**src/rtl/fetch_pkg.sv**
```systemverilog
// Shared types and default widths for the PC fetch unit.
//   fetch_state_t : fetch FSM state encoding (IDLE / WAIT / ERR)
//   FETCH_ADDR_W  : default PC / instruction address width
//   FETCH_INSTR_W : default instruction word width
package fetch_pkg;

  localparam int FETCH_ADDR_W  = 8;
  localparam int FETCH_INSTR_W = 16;

  typedef enum logic [1:0] {
    IDLE = 2'd0,
    WAIT = 2'd1,
    ERR  = 2'd2
  } fetch_state_t;

endpackage

```
**src/rtl/fetch_timeout.sv**
```systemverilog
// Ack watchdog for the fetch unit.
// Counts consecutive cycles spent waiting for an instruction-memory ack and
// flags expiry on the TIMEOUT_CYC-th waiting cycle that still has no ack.
//   clk, rst : clock, synchronous active-high reset
//   run      : request outstanding (counter runs only while high)
//   ack      : memory ack this cycle (restarts the count)
//   expired  : this waiting cycle is the last one allowed
module fetch_timeout #(
  parameter int TIMEOUT_CYC = 15
) (
  input  logic clk,
  input  logic rst,
  input  logic run,
  input  logic ack,
  output logic expired
);

  localparam int CNT_W = (TIMEOUT_CYC > 1) ? $clog2(TIMEOUT_CYC) : 1;
  localparam logic [CNT_W-1:0] LAST = CNT_W'(TIMEOUT_CYC - 1);

  logic [CNT_W-1:0] cnt;

  always_ff @(posedge clk) begin
    if (rst || !run || ack) begin
      cnt <= '0;
    end else if (cnt != LAST) begin
      cnt <= cnt + 1'b1;
    end
  end

  assign expired = run && !ack && (cnt == LAST);

endmodule

```
**src/rtl/pc_fetch_unit.sv**
```systemverilog
// PC fetch unit: issues one instruction-memory request at a time from the
// current PC, buffers the returned word for decode, and handles branch
// redirects both before issue and while a request is in flight.
// Optional ack timeout is built when FETCH_TIMEOUT_EN is defined.
//   clk, rst              : clock, synchronous active-high reset
//   pc_src, branch_target : redirect request and its target
//   stall                 : blocks issue of new requests
//   imem_req, imem_addr   : request level and held address to memory
//   imem_ack, imem_rdata  : memory response
//   instr, instr_pc,
//   instr_valid,
//   instr_ready           : one-entry output buffer to decode
//   pc                    : address of the next fetch
//   fetch_err             : sticky timeout flag (0 without the macro)
module pc_fetch_unit
  import fetch_pkg::*;
#(
  parameter int                ADDR_W      = FETCH_ADDR_W,
  parameter int                INSTR_W     = FETCH_INSTR_W,
  parameter logic [ADDR_W-1:0] RESET_PC    = '0,
  parameter int                TIMEOUT_CYC = 15
) (
  input  logic               clk,
  input  logic               rst,
  input  logic               pc_src,
  input  logic [ADDR_W-1:0]  branch_target,
  input  logic               stall,
  output logic               imem_req,
  output logic [ADDR_W-1:0]  imem_addr,
  input  logic               imem_ack,
  input  logic [INSTR_W-1:0] imem_rdata,
  output logic [INSTR_W-1:0] instr,
  output logic [ADDR_W-1:0]  instr_pc,
  output logic               instr_valid,
  input  logic               instr_ready,
  output logic [ADDR_W-1:0]  pc,
  output logic               fetch_err
);

  fetch_state_t      state_q, state_d;
  logic              issue, ack_wait, redirected, expired;
  logic              pend_q;
  logic [ADDR_W-1:0] pend_tgt_q, redir_tgt;

  // Issue only when the buffer has (or is freeing) room and no redirect is due.
  assign issue      = (state_q == IDLE) && !pc_src && !stall &&
                      (!instr_valid || instr_ready);
  assign ack_wait   = (state_q == WAIT) && imem_ack;
  // A redirect arriving in the ack cycle itself also discards that ack.
  assign redirected = pc_src || pend_q;
  assign redir_tgt  = pc_src ? branch_target : pend_tgt_q;
  assign imem_req   = (state_q == WAIT);

`ifdef FETCH_TIMEOUT_EN
  fetch_timeout #(
    .TIMEOUT_CYC (TIMEOUT_CYC)
  ) u_timeout (
    .clk     (clk),
    .rst     (rst),
    .run     (state_q == WAIT),
    .ack     (imem_ack),
    .expired (expired)
  );

  always_ff @(posedge clk) begin
    if (rst) begin
      fetch_err <= 1'b0;
    end else if (expired) begin
      fetch_err <= 1'b1;
    end
  end
`else
  localparam int unused_timeout_cyc = TIMEOUT_CYC;
  assign expired   = 1'b0;
  assign fetch_err = 1'b0;
`endif

  always_ff @(posedge clk) begin
    if (rst) begin
      state_q <= IDLE;
    end else begin
      state_q <= state_d;
    end
  end

  always_comb begin
    state_d = state_q;
    case (state_q)
      IDLE:    if (issue) state_d = WAIT;
      WAIT: begin
        if (imem_ack)     state_d = IDLE;
        else if (expired) state_d = ERR;
      end
      ERR:     state_d = ERR;
      default: state_d = IDLE;
    endcase
  end

  // Later assignments win: an ack load overrides the handshake clear, and an
  // ack clears the pending redirect it consumes.
  always_ff @(posedge clk) begin
    if (rst) begin
      pc          <= RESET_PC;
      imem_addr   <= RESET_PC;
      instr       <= '0;
      instr_pc    <= '0;
      instr_valid <= 1'b0;
      pend_q      <= 1'b0;
      pend_tgt_q  <= '0;
    end else begin
      if (instr_valid && instr_ready) instr_valid <= 1'b0;
      if (pc_src && state_q != ERR)   instr_valid <= 1'b0;
      if (issue)                      imem_addr   <= pc;
      if (state_q == IDLE && pc_src)  pc          <= branch_target;
      if (state_q == WAIT && pc_src) begin
        pend_q     <= 1'b1;
        pend_tgt_q <= branch_target;
      end
      if (ack_wait) begin
        pend_q <= 1'b0;
        if (redirected) begin
          pc <= redir_tgt;
        end else begin
          instr       <= imem_rdata;
          instr_pc    <= imem_addr;
          instr_valid <= 1'b1;
          pc          <= pc + 1'b1;
        end
      end
    end
  end

endmodule
```
**config.mk**
```make
export PLATFORM = sky130hd
export DESIGN_NAME = pc_fetch_unit
export DESIGN_NICKNAME = d
export VERILOG_FILES = /design/src/rtl/fetch_pkg.sv /design/src/rtl/fetch_timeout.sv /design/src/rtl/pc_fetch_unit.sv
export SDC_FILE = /design/constraint.sdc
export NUM_CORES = 1
export LEC_CHECK = 0
export CORE_MARGIN = 2
export CORE_UTILIZATION = 41
export DETAILED_ROUTE_END_ITERATION = 12
export PLACE_DENSITY = 0.79
export SYNTH_ARGS = -nofsm -noshare
export SYNTH_HDL_FRONTEND = slang
export SYNTH_HIERARCHICAL = 1
export SYNTH_SLANG_ARGS = --single-unit
```
**constraint.sdc**
```tcl
create_clock -name clk -period 1.35 [get_ports clk]
set_input_delay 0.27 -clock clk [delete_from_list [all_inputs] [get_ports clk]]
set_output_delay 0.27 -clock clk [all_outputs]
set_load 0.01 [all_outputs]
```
==> flow_metrics.tcl, run 1 <==
set metrics [dict create \
    outcome "complete, but fails checks" \
    violations "negative setup slack" \
    vias 2380 \
    synthTopCellsByArea "dfxtp_1, nand2_1, a21oi_1" \
    reg2reg_slack_ns -0.11 \
    syn_area_um2 2190 \
    stdcell_area_um2 3570 \
    path_cells "or3_1, or3_1, a311o_1, o311ai_1" \
    cap_violations 0 \
    ys_ff_latch 52 \
    h-tree-depth 2 \
    grt_usage_pct 21.9 \
    cts_hold_buf 0 \
    wl_per_cell_um 15.5 \
    fin_nets 405 \
    instances_no_fill 445 \
    crit_buf_inv 0 \
    first_global_vias 2225 \
    crit_slowest_cell "or3_1" \
    cp.required_ns 1.55 \
    slowest_delay_ns 0.35 \
    clock_skew_ns 0.00855 \
    worstReg2RegStart "pc[5]$_SDFFE_PP0P_" \
    hold_path_class "primary input to register" \
    postSynthCellCount 271 \
    report.final.hold_viol_count 0 \
    cp-start-kind "register" \
    drv_slew 0 \
    min_to "state_q[1]$_SDFFE_PP0P_" \
    critPathCaptureType "register" \
    dp.cells 431 \
    die_w_um 77.1 \
    place_ws_ns -0.546 \
    yosysWarnings 6 \
    io_buffers 71 \
    drive_gt1_share_pct 30.4 \
    cts.sinks 52 \
    synthArstFlopShare_pct 0 \
    dr.pass1.iters 4 \
    antenna_cells 0 \
    ant_nets 0 \
    cts_buffers 5 \
    placed_cell_area_um2 3220 \
    core_area_um2 5140 \
    critPathMaxFanout 2 \
    gr-total-overflow 0 \
    fmax_ghz 0.686 \
    p_per_area_nw_per_um2 865 \
    post-route-min-period_ns 1.46 \
    rows 26 \
    die_h_um 77.1 \
    whs_path_depth 2 \
    synth_ff_type "dfxtp_1" \
    rsz0062_at_grt "yes" \
    drt_iter0_drc 127 \
    hpwlAfterDp_um 4570 \
    clk-insertion-delay-late_ns 0.31 \
    irDropWorstVdd_uv 605 \
    r2r-end "pc[5]$_SDFFE_PP0P_" \
    synth_top_area_share_pct 47.5 \
    grt_first_pass_wirelength_um 10500 \
    drc 0 \
    syn_to_final_growth_pct 62.8 \
    fin_ws_ns -0.108 \
    fin_crit_sh_pct 108 \
    ys_types 42 \
    wirelength_um 6900 \
    ys_seq_area_share_pct 47.5 \
    vias_per_cell 5.35 \
    gp_congestion 0.885 \
    crit_top_cell "or3_1" \
    clk_pin_slew_ns 0.09 \
    ios 73 \
    crit_family "simple AND/OR/NAND/NOR gates" \
    r2r_cells 4 \
    antenna_found_initial 0 \
    cts_tree "built" \
    cp.arrival_ns 1.66 \
    cts_buffer_depth 2 \
    worstSetupPathType "register to register" \
    die_area_um2 5940 \
    synth_nets 302 \
    start_util_pct 42.6 \
    synth_edf_count 0 \
    syn_avg_cell_area_um2 8.08 \
    synth_area_leader_cell "dfxtp_1" \
    p_leak_nw 1.45 \
    hold_start "rst" \
    grt_max_degree 29 \
    setup_violations 9 \
    clk_root_buffer_cell "clkbuf_8" \
]
[state kept, by name (all words and copies together), names as in the netlist]
signal and flops:
instr 16, imem_addr 8, instr_pc 8, pc 8, pend_tgt_q 8, state_q 2
instr_valid 1, pend_q 1
[layout by cell type (no fill, tap or decap), types with 2 or more instances in the layout]
cell	count
nand2_1	60
dfxtp_1	45
dlygate4sd2_1	39
buf_4	30
clkdlybuf4s50_1	26
a21oi_1	22
a21oi_2	22
nand3_1	14
nand2_2	12
buf_6	9
nor2_1	7
clkbuf_8	6
mux2i_1	5
inv_1	4
a31oi_1	4
dfxtp_2	4
nand3_2	3
nand3_4	3
o21ai_1	3
a21o_1	3
xor2_1	3
a211oi_1	3
clkdlybuf4s15_1	3
dfxtp_4	3
buf_12	3
nand2b_1	2
clkinv_2	2
nand4b_1	2
a211oi_2	2
nand2_4	2
or3_1	2
buf_2	2
[routing by layer]
metal / vias up / GRT usage [%] / part of all wire [%]
met1: 1133 / 26.1 / 40
met2: 89 / 38.8 / 52
met4: 0 / 8.93 / 2.8
met3: 21 / 4.00 / 5.0
li1: 1137 / - / -
met5: - / 0 / 0
[how the worst max path moves through the flow]
stage	from	endpoint	slack, ns	cells past startpoint
6_report	pc[5]$_SDFFE_PP0P_	pc[5]$_SDFFE_PP0P_	-0.11	4
5_1_grt	state_q[1]$_SDFFE_PP0P_	imem_addr[7]$_SDFFE_PP0P_	-0.17	5
4_1_cts	pc[5]$_SDFFE_PP0P_	pc[5]$_SDFFE_PP0P_	-0.1	4
3_5_place_dp	pc_src	pc[5]$_SDFFE_PP0P_	-0.55	5
3_3_place_gp	pc_src	pc[5]$_SDFFE_PP0P_	-0.48	5
2_1_floorplan	pend_q$_SDFFE_PP0P_	pc[5]$_SDFFE_PP0P_	-0.15	5
[cell families after synthesis]
group	after synthesis	share of synthesized area (%)
AO/OA/AOI/OAI	67	17.8
AND/OR/NAND/NOR	118	25.1
multiplexers	6	2.80
XOR/XNOR	3	1.20
flip-flops	52	47.5
buffers and inverters	23	4.85
adder cells (fa/ha/maj)	1	0.571
other	1	0.171
[synth_stat cells (2+ instances only)]
master    number
clkbuf_1       8
a31oi_1        4
dfxtp_1       52
buf_2          7
inv_1          4
o21ai_0        4
a21oi_1       44
nand2_1       73
a21o_1         3
nand2b_1       2
mux2i_1        5
nand4b_1       2
nor2_1         7
or3_1          3
xor2_1         3
a211oi_1       5
nand3_1       20
[layout make-up]
| type | instances | area, um2 |
|---|---|---|
| Clock buffer | 6 | 82.6 |
| Fill cell | 419 | 1570 |
| Inverter | 5 | 20.0 |
| Multi-Input combinational cell | 197 | 1270 |
| Sequential cell | 52 | 1060 |
| Clock inverter | 2 | 13.8 |
| Timing Repair Buffer | 113 | 1030 |
| Tap cell | 70 | 87.6 |
[power breakdown]
group | switching (W) | internal (W) | total [W]
Clock | 0.000529 | 0.000420 | 0.000949
Combinational | 0.000256 | 0.000270 | 0.000526
Sequential | 0.0000353 | 0.00157 | 0.00161
Total | 0.000821 | 0.00226 | 0.00309
[metrics by stage]
step	utilization, %	setup TNS (ns)	total power, W	hold slack [ns]
5_1_grt	69.4	-2.70	0.00321	0.361
3_5_place_dp	62.6	-19.11	0.00212	0.447
3_3_place_gp	62.6	-17.63	0.00211	0.440
4_1_cts	64.9	-0.126	0.00306	0.321
2_1_floorplan	-	-0.182	0.00183	0.384
6_report	69.4	-0.364	0.00309	0.344
[repair_timing]
action	4_1_cts	5_1_grt
hold endpoints to repair	0	0
gates cloned	1	0
setup endpoints to repair	87	53
resized for setup	62	67
buffers inserted	4	3
pin swaps	9	28
(Power assumes the default switching activity.)
==> run 2: changes to the inputs <==
CORE_ASPECT_RATIO = 0.9   (was default)
==> flow_metrics.tcl, run 2 (same netlist as run 1, synthesis figures left out) <==
set metrics [dict create \
    most-common-layout-cells "nand2_1, dfxtp_1, buf_4" \
    grt_first_pass_wirelength_um 10400 \
    dr.pass1.iters 5 \
    cp.arrival_ns 1.69 \
    wirelength_um 7460 \
    rows 25 \
    start_util_pct 42.2 \
    fmax_ghz 0.677 \
    irDropWorstVdd_uv 741 \
    cts_buffer_depth 2 \
    p_per_area_nw_per_um2 894 \
    ant_nets 0 \
    post-route-min-period_ns 1.48 \
    regMostFlops "instr" \
    hold_path_class "primary input to register" \
    outcome "complete, but fails checks" \
    drc 0 \
    drt_iter0_drc 249 \
    cap_violations 0 \
    ios 73 \
    fin_nets 415 \
    grt_util_met1_pct 29.4 \
    fin_ws_ns -0.128 \
    final_common_cell "nand2_1" \
    grt_usage_pct 22.9 \
    largest_reg_flops 16 \
    drv_slew 0 \
    gr-total-overflow 0 \
    setup_violations 30 \
    cts_hold_buf 0 \
    cts_tree "built" \
    violations "negative setup slack" \
    cts.sinks 52 \
    place_ws_ns -0.542 \
    use_met2_pct 38.5 \
    antenna_found_initial 0 \
    rsz0062_at_grt "yes" \
    die_h_um 73.4 \
    die_area_um2 5950 \
    drive_gt1_share_pct 30.9 \
    clock_skew_ns 0.00674 \
    fin_crit_sh_pct 109 \
    syn_to_final_growth_pct 67.3 \
    io_buffers 71 \
    grt_max_degree 37 \
    clk-insertion-delay-late_ns 0.31 \
    cp.required_ns 1.56 \
    vias 2445 \
    clk_pin_slew_ns 0.10 \
    hold_ws_ns 0.279 \
    first_global_vias 2144 \
    vias_per_cell 5.41 \
    antenna_cells 0 \
    cts_buffers 5 \
    grt.busiest_layer "met2" \
    hpwlAfterDp_um 4590 \
    report.final.hold_viol_count 0 \
    cp-start-kind "register" \
    worstSetupPathType "register to register" \
    gp_congestion 0.918 \
    critPathCaptureType "register" \
    wl_per_cell_um 16.5 \
    p_leak_nw 1.53 \
    h-tree-depth 2 \
    core_area_um2 5190 \
    nFillCells 384 \
    clk_root_buffer_cell "clkbuf_8" \
    critPathMaxFanout 5 \
    die_w_um 81.1 \
    grtUsageMet3_pct 5.41 \
]
[run 2: critical path, stage by stage, from the launching register on]
cell and delay [ns]:
dfxtp_2 0.34, buf_6 0.12, buf_6 0.11, nor4_4 0.29
buf_4 0.20, nand2_8 0.08, mux2i_1 0.18, nor2_1 0.06
[run 2: metal layers]
metal	share of wire [%]	vias up
met5	0	-
met4	2.3	0
met3	6.0	25
met2	50	117
met1	41	1147
li1	-	1156
[run 2: layout make-up]
type / instances / area (um2) / share of cell area, %
clock inverter: 3 / 42.5 / 1.16
multi-input combinational: 197 / 1270 / 34.7
sequential: 52 / 1050 / 28.6
timing repair buffer: 123 / 1130 / 30.8
inverter: 5 / 22.5 / 0.614
clock buffer: 5 / 68.8 / 1.88
tap: 67 / 83.8 / 2.29
[run 2: per-stage QoR]
step / std cells / total power, W / setup TNS (ns) / instance area, um2 / utilization [%]
global placement: 434 / 0.00213 / -18.06 / 3260 / 62.8
floorplan: 271 / 0.00183 / -0.182 / 2200 / -
finish: 452 / 0.00328 / -1.18 / 3670 / 70.6
CTS: 449 / 0.00321 / -0.351 / 3450 / 66.5
global route: 452 / 0.00339 / -3.69 / 3670 / 70.6
detailed placement: 434 / 0.00214 / -19.91 / 3260 / 62.8
[run 2: repair_timing]
item	in CTS	in global routing
buffers inserted	6	2
gates cloned	1	1
resized for setup	67	58
setup endpoints to repair	90	55
pin swaps	10	16
[run 2: report_power, final]
group,leakage [nW],total [W],switching [W],internal (W)
registers,0.424,0.00161,0.0000329,0.00158
clock network,0.0541,0.00108,0.000533,0.000549
logic,1.06,0.000582,0.000278,0.000304
total,1.53,0.00328,0.000845,0.00243
[run 2: final timing paths]
path                       startpoint                         end  slack [ns]  depth (start not counted)
max           state_q[0]$_SDFFE_PP0P_   imem_addr[7]$_SDFFE_PP0P_       -0.13                          7
min reg2reg  instr_pc[2]$_SDFFE_PP0P_    instr_pc[2]$_SDFFE_PP0P_        0.46                          2
max reg2reg   state_q[0]$_SDFFE_PP0P_   imem_addr[7]$_SDFFE_PP0P_       -0.13                          7
min                               rst  pend_tgt_q[5]$_SDFFE_PP0P_        0.28                          2
